<file path="config.mk">
export PLATFORM = sky130hd
export DESIGN_NAME = tt3_sweep_ctrl
export DESIGN_NICKNAME = d
export VERILOG_FILES = /design/src/rtl/tt3_pkg.sv /design/src/rtl/tt3_settle_timer.sv /design/src/rtl/tt3_sweep_ctrl.sv
export SDC_FILE = /design/constraint.sdc
export NUM_CORES = 1
export LEC_CHECK = 0
export CORE_MARGIN = 4
export CORE_UTILIZATION = 40
export CTS_BUF_LIST = sky130_fd_sc_hd__clkbuf_16
export DETAILED_ROUTE_END_ITERATION = 10
export PLACE_DENSITY = 0.73
export SYNTH_ARGS = -nofsm -noshare
export SYNTH_HDL_FRONTEND = slang
export SYNTH_SLANG_ARGS = --single-unit
</file>
<file path="constraint.sdc">
create_clock -name clk -period 3 [get_ports clk]
set_input_delay 0.9 -clock clk [delete_from_list [all_inputs] [get_ports clk]]
set_output_delay 0.9 -clock clk [all_outputs]
set_load 0.02 [all_outputs]
</file>
<file path="src/rtl/tt3_pkg.sv">
`default_nettype none
// ============================================================================
// Module      : tt3_pkg
// Description : Shared types and constants for the 3-input gate truth-table
//               sweep controller: FSM state encoding, Gray sweep order,
//               truth-table width and the row-index helper.
// Revision    : 1.0 - initial release
// ============================================================================
package tt3_pkg;

    // Width of a 3-input truth table (one bit per input combination).
    localparam int TT_W = 8;

    typedef enum logic [2:0] {
        ST_IDLE   = 3'd0,
        ST_APPLY  = 3'd1,
        ST_SETTLE = 3'd2,
        ST_SAMPLE = 3'd3,
        ST_DONE   = 3'd4
    } state_t;

    // Gray sweep order; entry 0 is the leftmost element.
    localparam logic [0:7][2:0] GRAY_SEQ = {
        3'b000, 3'b001, 3'b011, 3'b010,
        3'b110, 3'b111, 3'b101, 3'b100
    };

    // Tables are stored MSB-first: input vector idx lives in bit (7 - idx).
    function automatic logic [2:0] row_bit(input logic [2:0] idx);
        return 3'd7 - idx;
    endfunction

endpackage : tt3_pkg
`default_nettype wire

</file>
<file path="src/rtl/tt3_settle_timer.sv">
`default_nettype none
// ============================================================================
// Module      : tt3_settle_timer
// Description : Loadable, saturating down-counter used to hold each vector on
//               the gate for the configured settle time.
// Ports       : clk, rst_n      - clock, async active-low reset
//               i_load          - load i_load_val (has priority over i_en)
//               i_load_val      - value to load
//               i_en            - decrement by one when non-zero
//               o_zero          - counter value is zero
// Revision    : 1.0 - initial release
// ============================================================================
module tt3_settle_timer #(
    parameter int SETTLE_W = 8
) (
    input  logic                clk,
    input  logic                rst_n,
    input  logic                i_load,
    input  logic [SETTLE_W-1:0] i_load_val,
    input  logic                i_en,
    output logic                o_zero
);

    logic [SETTLE_W-1:0] cnt_q;
    logic [SETTLE_W-1:0] cnt_d;

    always_comb begin
        cnt_d = cnt_q;
        if (i_load) begin
            cnt_d = i_load_val;
        end else if (i_en && (cnt_q != '0)) begin
            // Saturate at zero so the counter never wraps.
            cnt_d = cnt_q - SETTLE_W'(1);
        end
    end

    always_ff @(posedge clk or negedge rst_n) begin
        if (!rst_n) begin
            cnt_q <= '0;
        end else begin
            cnt_q <= cnt_d;
        end
    end

    assign o_zero = (cnt_q == '0);

endmodule : tt3_settle_timer
`default_nettype wire

</file>
<file path="src/rtl/tt3_sweep_ctrl.sv">
`default_nettype none
// ============================================================================
// Module      : tt3_sweep_ctrl
// Description : Drives all 8 input combinations onto an external 3-input gate,
//               waits a programmable settle time per vector, samples the gate
//               output and compares the measured truth table to the expected.
// Ports       : clk, rst_n      - clock, async active-low reset
//               start, abort    - begin sweep / terminate sweep in progress
//               cfg_expected    - expected truth table (bit 7-idx = row idx)
//               cfg_settle      - settle cycles per vector
//               dut_out         - gate output (synchronous to clk)
//               drive_in        - {in1,in2,in3} to the gate
//               drive_valid     - vector being held on the gate
//               busy, done      - sweep in progress / completion pulse
//               pass            - measured == expected (valid from done)
//               measured        - captured truth table
//               mismatch        - measured ^ expected
// Revision    : 1.0 - initial release
// ============================================================================
module tt3_sweep_ctrl
    import tt3_pkg::*;
#(
    parameter int SETTLE_W   = 8,
    parameter bit GRAY_ORDER = 1'b1
) (
    input  logic                clk,
    input  logic                rst_n,
    input  logic                start,
    input  logic                abort,
    input  logic [TT_W-1:0]     cfg_expected,
    input  logic [SETTLE_W-1:0] cfg_settle,
    input  logic                dut_out,
    output logic [2:0]          drive_in,
    output logic                drive_valid,
    output logic                busy,
    output logic                done,
    output logic                pass,
    output logic [TT_W-1:0]     measured,
    output logic [TT_W-1:0]     mismatch
);

    state_t              state_q, state_d;
    logic [2:0]          step_q, step_d;
    logic [TT_W-1:0]     exp_q, exp_d;
    logic [SETTLE_W-1:0] settle_q, settle_d;
    logic [TT_W-1:0]     measured_q, measured_d;
    logic [TT_W-1:0]     mismatch_q, mismatch_d;
    logic                pass_q, pass_d;
    logic [2:0]          drive_in_q, drive_in_d;

    logic                w_tmr_load;
    logic                w_tmr_en;
    logic                w_tmr_zero;
    logic                w_abort_busy;

    function automatic logic [2:0] vec_of(input logic [2:0] step);
        if (GRAY_ORDER) begin
            return GRAY_SEQ[step];
        end else begin
            return step;
        end
    endfunction

    assign w_abort_busy = abort && (state_q != ST_IDLE);

    // ------------------------------------------------------------------
    // Settle timer: loaded with settle-1 during APPLY so that SETTLE lasts
    // exactly 'settle' cycles (exit on the cycle the counter reads zero).
    // ------------------------------------------------------------------
    assign w_tmr_load = (state_q == ST_APPLY);
    assign w_tmr_en   = (state_q == ST_SETTLE);

    tt3_settle_timer #(
        .SETTLE_W (SETTLE_W)
    ) u_timer (
        .clk        (clk),
        .rst_n      (rst_n),
        .i_load     (w_tmr_load),
        .i_load_val (settle_q - SETTLE_W'(1)),
        .i_en       (w_tmr_en),
        .o_zero     (w_tmr_zero)
    );

    // ------------------------------------------------------------------
    // FSM: state register
    // ------------------------------------------------------------------
    always_ff @(posedge clk or negedge rst_n) begin
        if (!rst_n) begin
            state_q <= ST_IDLE;
        end else begin
            state_q <= state_d;
        end
    end

    // ------------------------------------------------------------------
    // FSM: next state (abort has priority in every busy state, and also
    // beats a simultaneous start in IDLE)
    // ------------------------------------------------------------------
    always_comb begin
        state_d = state_q;
        case (state_q)
            ST_IDLE:   if (start && !abort) state_d = ST_APPLY;
            ST_APPLY:  state_d = (settle_q == '0) ? ST_SAMPLE : ST_SETTLE;
            ST_SETTLE: if (w_tmr_zero) state_d = ST_SAMPLE;
            ST_SAMPLE: state_d = (step_q == 3'd7) ? ST_DONE : ST_APPLY;
            ST_DONE:   state_d = ST_IDLE;
            default:   state_d = ST_IDLE;
        endcase
        if (w_abort_busy) begin
            state_d = ST_IDLE;
        end
    end

    // ------------------------------------------------------------------
    // FSM: outputs decoded from state
    // ------------------------------------------------------------------
    always_comb begin
        busy        = (state_q != ST_IDLE);
        drive_valid = (state_q != ST_IDLE);
        done        = (state_q == ST_DONE);
    end

    // ------------------------------------------------------------------
    // Datapath next-state
    // ------------------------------------------------------------------
    always_comb begin
        step_d     = step_q;
        exp_d      = exp_q;
        settle_d   = settle_q;
        measured_d = measured_q;
        mismatch_d = mismatch_q;
        pass_d     = pass_q;
        drive_in_d = drive_in_q;

        case (state_q)
            ST_IDLE: begin
                if (start && !abort) begin
                    exp_d      = cfg_expected;
                    settle_d   = cfg_settle;
                    measured_d = '0;
                    mismatch_d = '0;
                    pass_d     = 1'b0;
                    step_d     = 3'd0;
                    // Present vector 0 on the same edge APPLY is entered.
                    drive_in_d = vec_of(3'd0);
                end
            end
            ST_SAMPLE: begin
                if (!abort) begin
                    measured_d[row_bit(vec_of(step_q))] = dut_out;
                    if (step_q == 3'd7) begin
                        // Result registered on entry to DONE so it is
                        // already valid during the done pulse.
                        mismatch_d = measured_d ^ exp_q;
                        pass_d     = (mismatch_d == '0);
                    end else begin
                        step_d     = step_q + 3'd1;
                        drive_in_d = vec_of(step_q + 3'd1);
                    end
                end
            end
            default: ;
        endcase

        if (w_abort_busy) begin
            pass_d = 1'b0;
        end
    end

    always_ff @(posedge clk or negedge rst_n) begin
        if (!rst_n) begin
            step_q     <= 3'd0;
            exp_q      <= '0;
            settle_q   <= '0;
            measured_q <= '0;
            mismatch_q <= '0;
            pass_q     <= 1'b0;
            drive_in_q <= 3'd0;
        end else begin
            step_q     <= step_d;
            exp_q      <= exp_d;
            settle_q   <= settle_d;
            measured_q <= measured_d;
            mismatch_q <= mismatch_d;
            pass_q     <= pass_d;
            drive_in_q <= drive_in_d;
        end
    end

    assign drive_in = drive_in_q;
    assign pass     = pass_q;
    assign measured = measured_q;
    assign mismatch = mismatch_q;

endmodule : tt3_sweep_ctrl
`default_nettype wire

</file>
==> results of run 1 <==
synth_stat cells, types with 3 or more instances:
master    number
nor2_1        22
nand2_1        8
clkbuf_1       3
a31oi_1        3
o21ai_0        9
nand3b_1       3
nor4_1         3
ha_1           3
mux2_2        18
nor3_2         3
mux2i_1       14
buf_2          3
inv_1          9
o22ai_1        6
and2_1         3
xnor2_1       14
nand3_1        4
a21oi_1       11
dfrtp_1       49
buf_4          3
nor3_1         9
buf_6          3
a22o_1        12
cell families (layout without fill, tap and decap cells):
logic type               after synthesis  count (layout)  synth area share, %
AND/OR/NAND/NOR                       66              66                 14.7
AO/OA/AOI/OAI                         53              53                 14.0
flip-flops                            49              49                 46.8
multiplexers                          32              32                 13.1
buffers and inverters                 22              71                 4.59
XOR/XNOR                              16              16                 5.35
adder cells (fa/ha/maj)                3               3                 1.43
worst paths after layout:
check | endpoint | cells past startpoint
worst min-delay path | settle_q[7]$_DFFE_PN0P_ | 1
worst max register to register | pass$_DFFE_PN0P_ | 7
max in group asynchronous | measured[5]$_DFFE_PN0P_ | 2
worst min register to register | mismatch[7]$_DFFE_PN0P_ | 1
worst max-delay path | drive_valid | 2
min in group clk | mismatch[7]$_DFFE_PN0P_ | 1
cell type report:
| cell class | instances | area share (%) |
|---|---|---|
| flip-flops and latches | 49 | 37.3 |
| clock buffers | 5 | 3.81 |
| well taps | 77 | 2.93 |
| clock inverters | 3 | 0.799 |
| repair buffers | 54 | 15.5 |
| inverters | 9 | 1.03 |
| multi-input cells | 170 | 38.7 |
layer usage:
metal	part of all wire, %	global-route usage, %	routed length, um
met4	1.7	5.91	103
met5	0	0	0
met3	4.4	2.49	262
met2	47	26.0	2810
met1	47	22.7	2790
power breakdown:
group,internal [mW],switching [mW]
logic,0.359,0.361
clock network,0.315,0.254
registers,0.807,0.146
critical path: cells and delay by family, from the launching register on:
kind          cells  cell delay [ns]
buf+inv           1             0.57
flops             1             0.50
simple gates      1             0.47
registers in the layout, indices dropped and copies added, names as in the netlist:
signal,flops
state_q,3
settle_q,8
mismatch,8
measured,8
exp_q,8
step_q,3
pass,1
drive_in,2
u_timer.cnt_q,8
==> impl_metrics.ini, run 1 <==
[final_layout]
final_cell_mix = dfrtp_1, clkdlybuf4s50_1, nor2_1
design_area_mm2 = 0.00329
antenna_cells = 0
fillCellCount = 555
utilization_pct = 51.8
syn_to_final_growth_pct = 25.6
multiInputGateArea_mm2 = 0.00127
regArea_mm2 = 0.00123
layout.nets = 313
instances_no_fill = 367
layout-drive-gt1-share_pct = 16.2
final_common_cell = dfrtp_1

[global_route]
gr-usage-all-layers_pct = 16.3
grt_pass1_wl_um = 9990
grt_max_degree = 24
grt_pass1_vias = 2015
grt_overflow = 0
antenna_found_initial = 0

[cts]
clk_pin_slew_ns = 0.07
cts_buffer_depth = 2
cts-buffers-inserted = 5
holdBufCountCts = 0
htreeDepth = 2
clock_latency_ns = 0.29
post_cts_buffers = 0
clockRootBuffer = clkbuf_16
cts_sinks = 49
cts_resized = 0
cts_tree = built

[routing]
ant_nets = 0
via_per_inst = 5.54
drt-wirelength-per-cell_um = 16.3
drc_errors = 0
num_vias = 2033
drt-pass1-iter-count = 4
routed_wl_um = 5970
drt-initial-drc-count = 157

[job]
drv_cap = 0

[critical_path]
worstReg2RegStart = step_q[0]$_DFFE_PN0P_
r2r_slack_ns = 0.47
required_ns = 2.10
crit_slowest_cell = clkdlybuf4s50_1
worstPathMaxFanout = 12
crit_path_end_kind = output port
path_class = reg2out
cpPeakStageDelay_ns = 0.57
start_kind = flop
cp-startpoint = state_q[0]$_DFFE_PN0P_
cp.arrival_ns = 1.83
crit_chain = or3_1 -> clkdlybuf4s50_1

[run_status]
outcome = finished clean

[placement]
dpl-instance-area_mm2 = 0.00314
dpl_worst_slack_ns = 0.225
gp_congestion = 0.867
dp_cells = 359
hpwl_um = 4510
portBuffers = 43

[sta]
min_period_over_period_pct = 90.8
finalSetupViolations = 0
hold_violations = 0
holdWs_ns = 0.454
worstMarginPinSlew_ns = 0.702
period_needed_ns = 2.73
final.setup.worst_slack_ns = 0.275
max_freq_mhz = 367
timing.setup.tns_ns = 0
worst_slew_margin_rel_pct = 53.2
rsz0062_at_grt = no
finClkSkew_ns = 0.00535
maxSlewViolCount = 0

[floorplanning]
ios = 44
die-area_mm2 = 0.00790
placementRows = 29
start_util_pct = 41.2
core_area_mm2 = 0.00635
die_w_um = 88.9
die_y_um = 88.9

[yosys]
yosysTopAreaCell = dfrtp_1
syn_area_mm2 = 0.00262
synth_top_cell_area_share_pct = 46.8
synth_warnings = 0
syn_nets = 265
ys_ff_latch = 49
synth_edf_count = 0
postSynthAreaPerCell_um2 = 10.9
synthArstFlopShare_pct = 100
yosys.cell_types.count = 44
yosysSeqAreaShare_pct = 46.8
synthFlopType = dfrtp_1
synth_area_leaders = dfrtp_1, mux2_2, mux2i_1
syn_inst = 241

[worst_hold_path]
hp-class = in2async

[power_and_ir_drop]
power_density_mw_per_mm2 = 682
leakage_nw = 1.45
p_total_mw = 2.24
ir_worst_vdd_mv = 0.330
Note: power is estimated with default switching activity, not from simulation.
==> run 2, diff against run 1 <==
--- a/config.mk
+++ b/config.mk
@@ -10,6 +10,7 @@
 export CTS_BUF_LIST = sky130_fd_sc_hd__clkbuf_16
 export DETAILED_ROUTE_END_ITERATION = 10
 export PLACE_DENSITY = 0.73
+export SETUP_SLACK_MARGIN = 0.05
 export SYNTH_ARGS = -nofsm -noshare
 export SYNTH_HDL_FRONTEND = slang
 export SYNTH_SLANG_ARGS = --single-unit
==> results of run 2 <==
Final layout, timing and power as in run 1 (identical DEF).
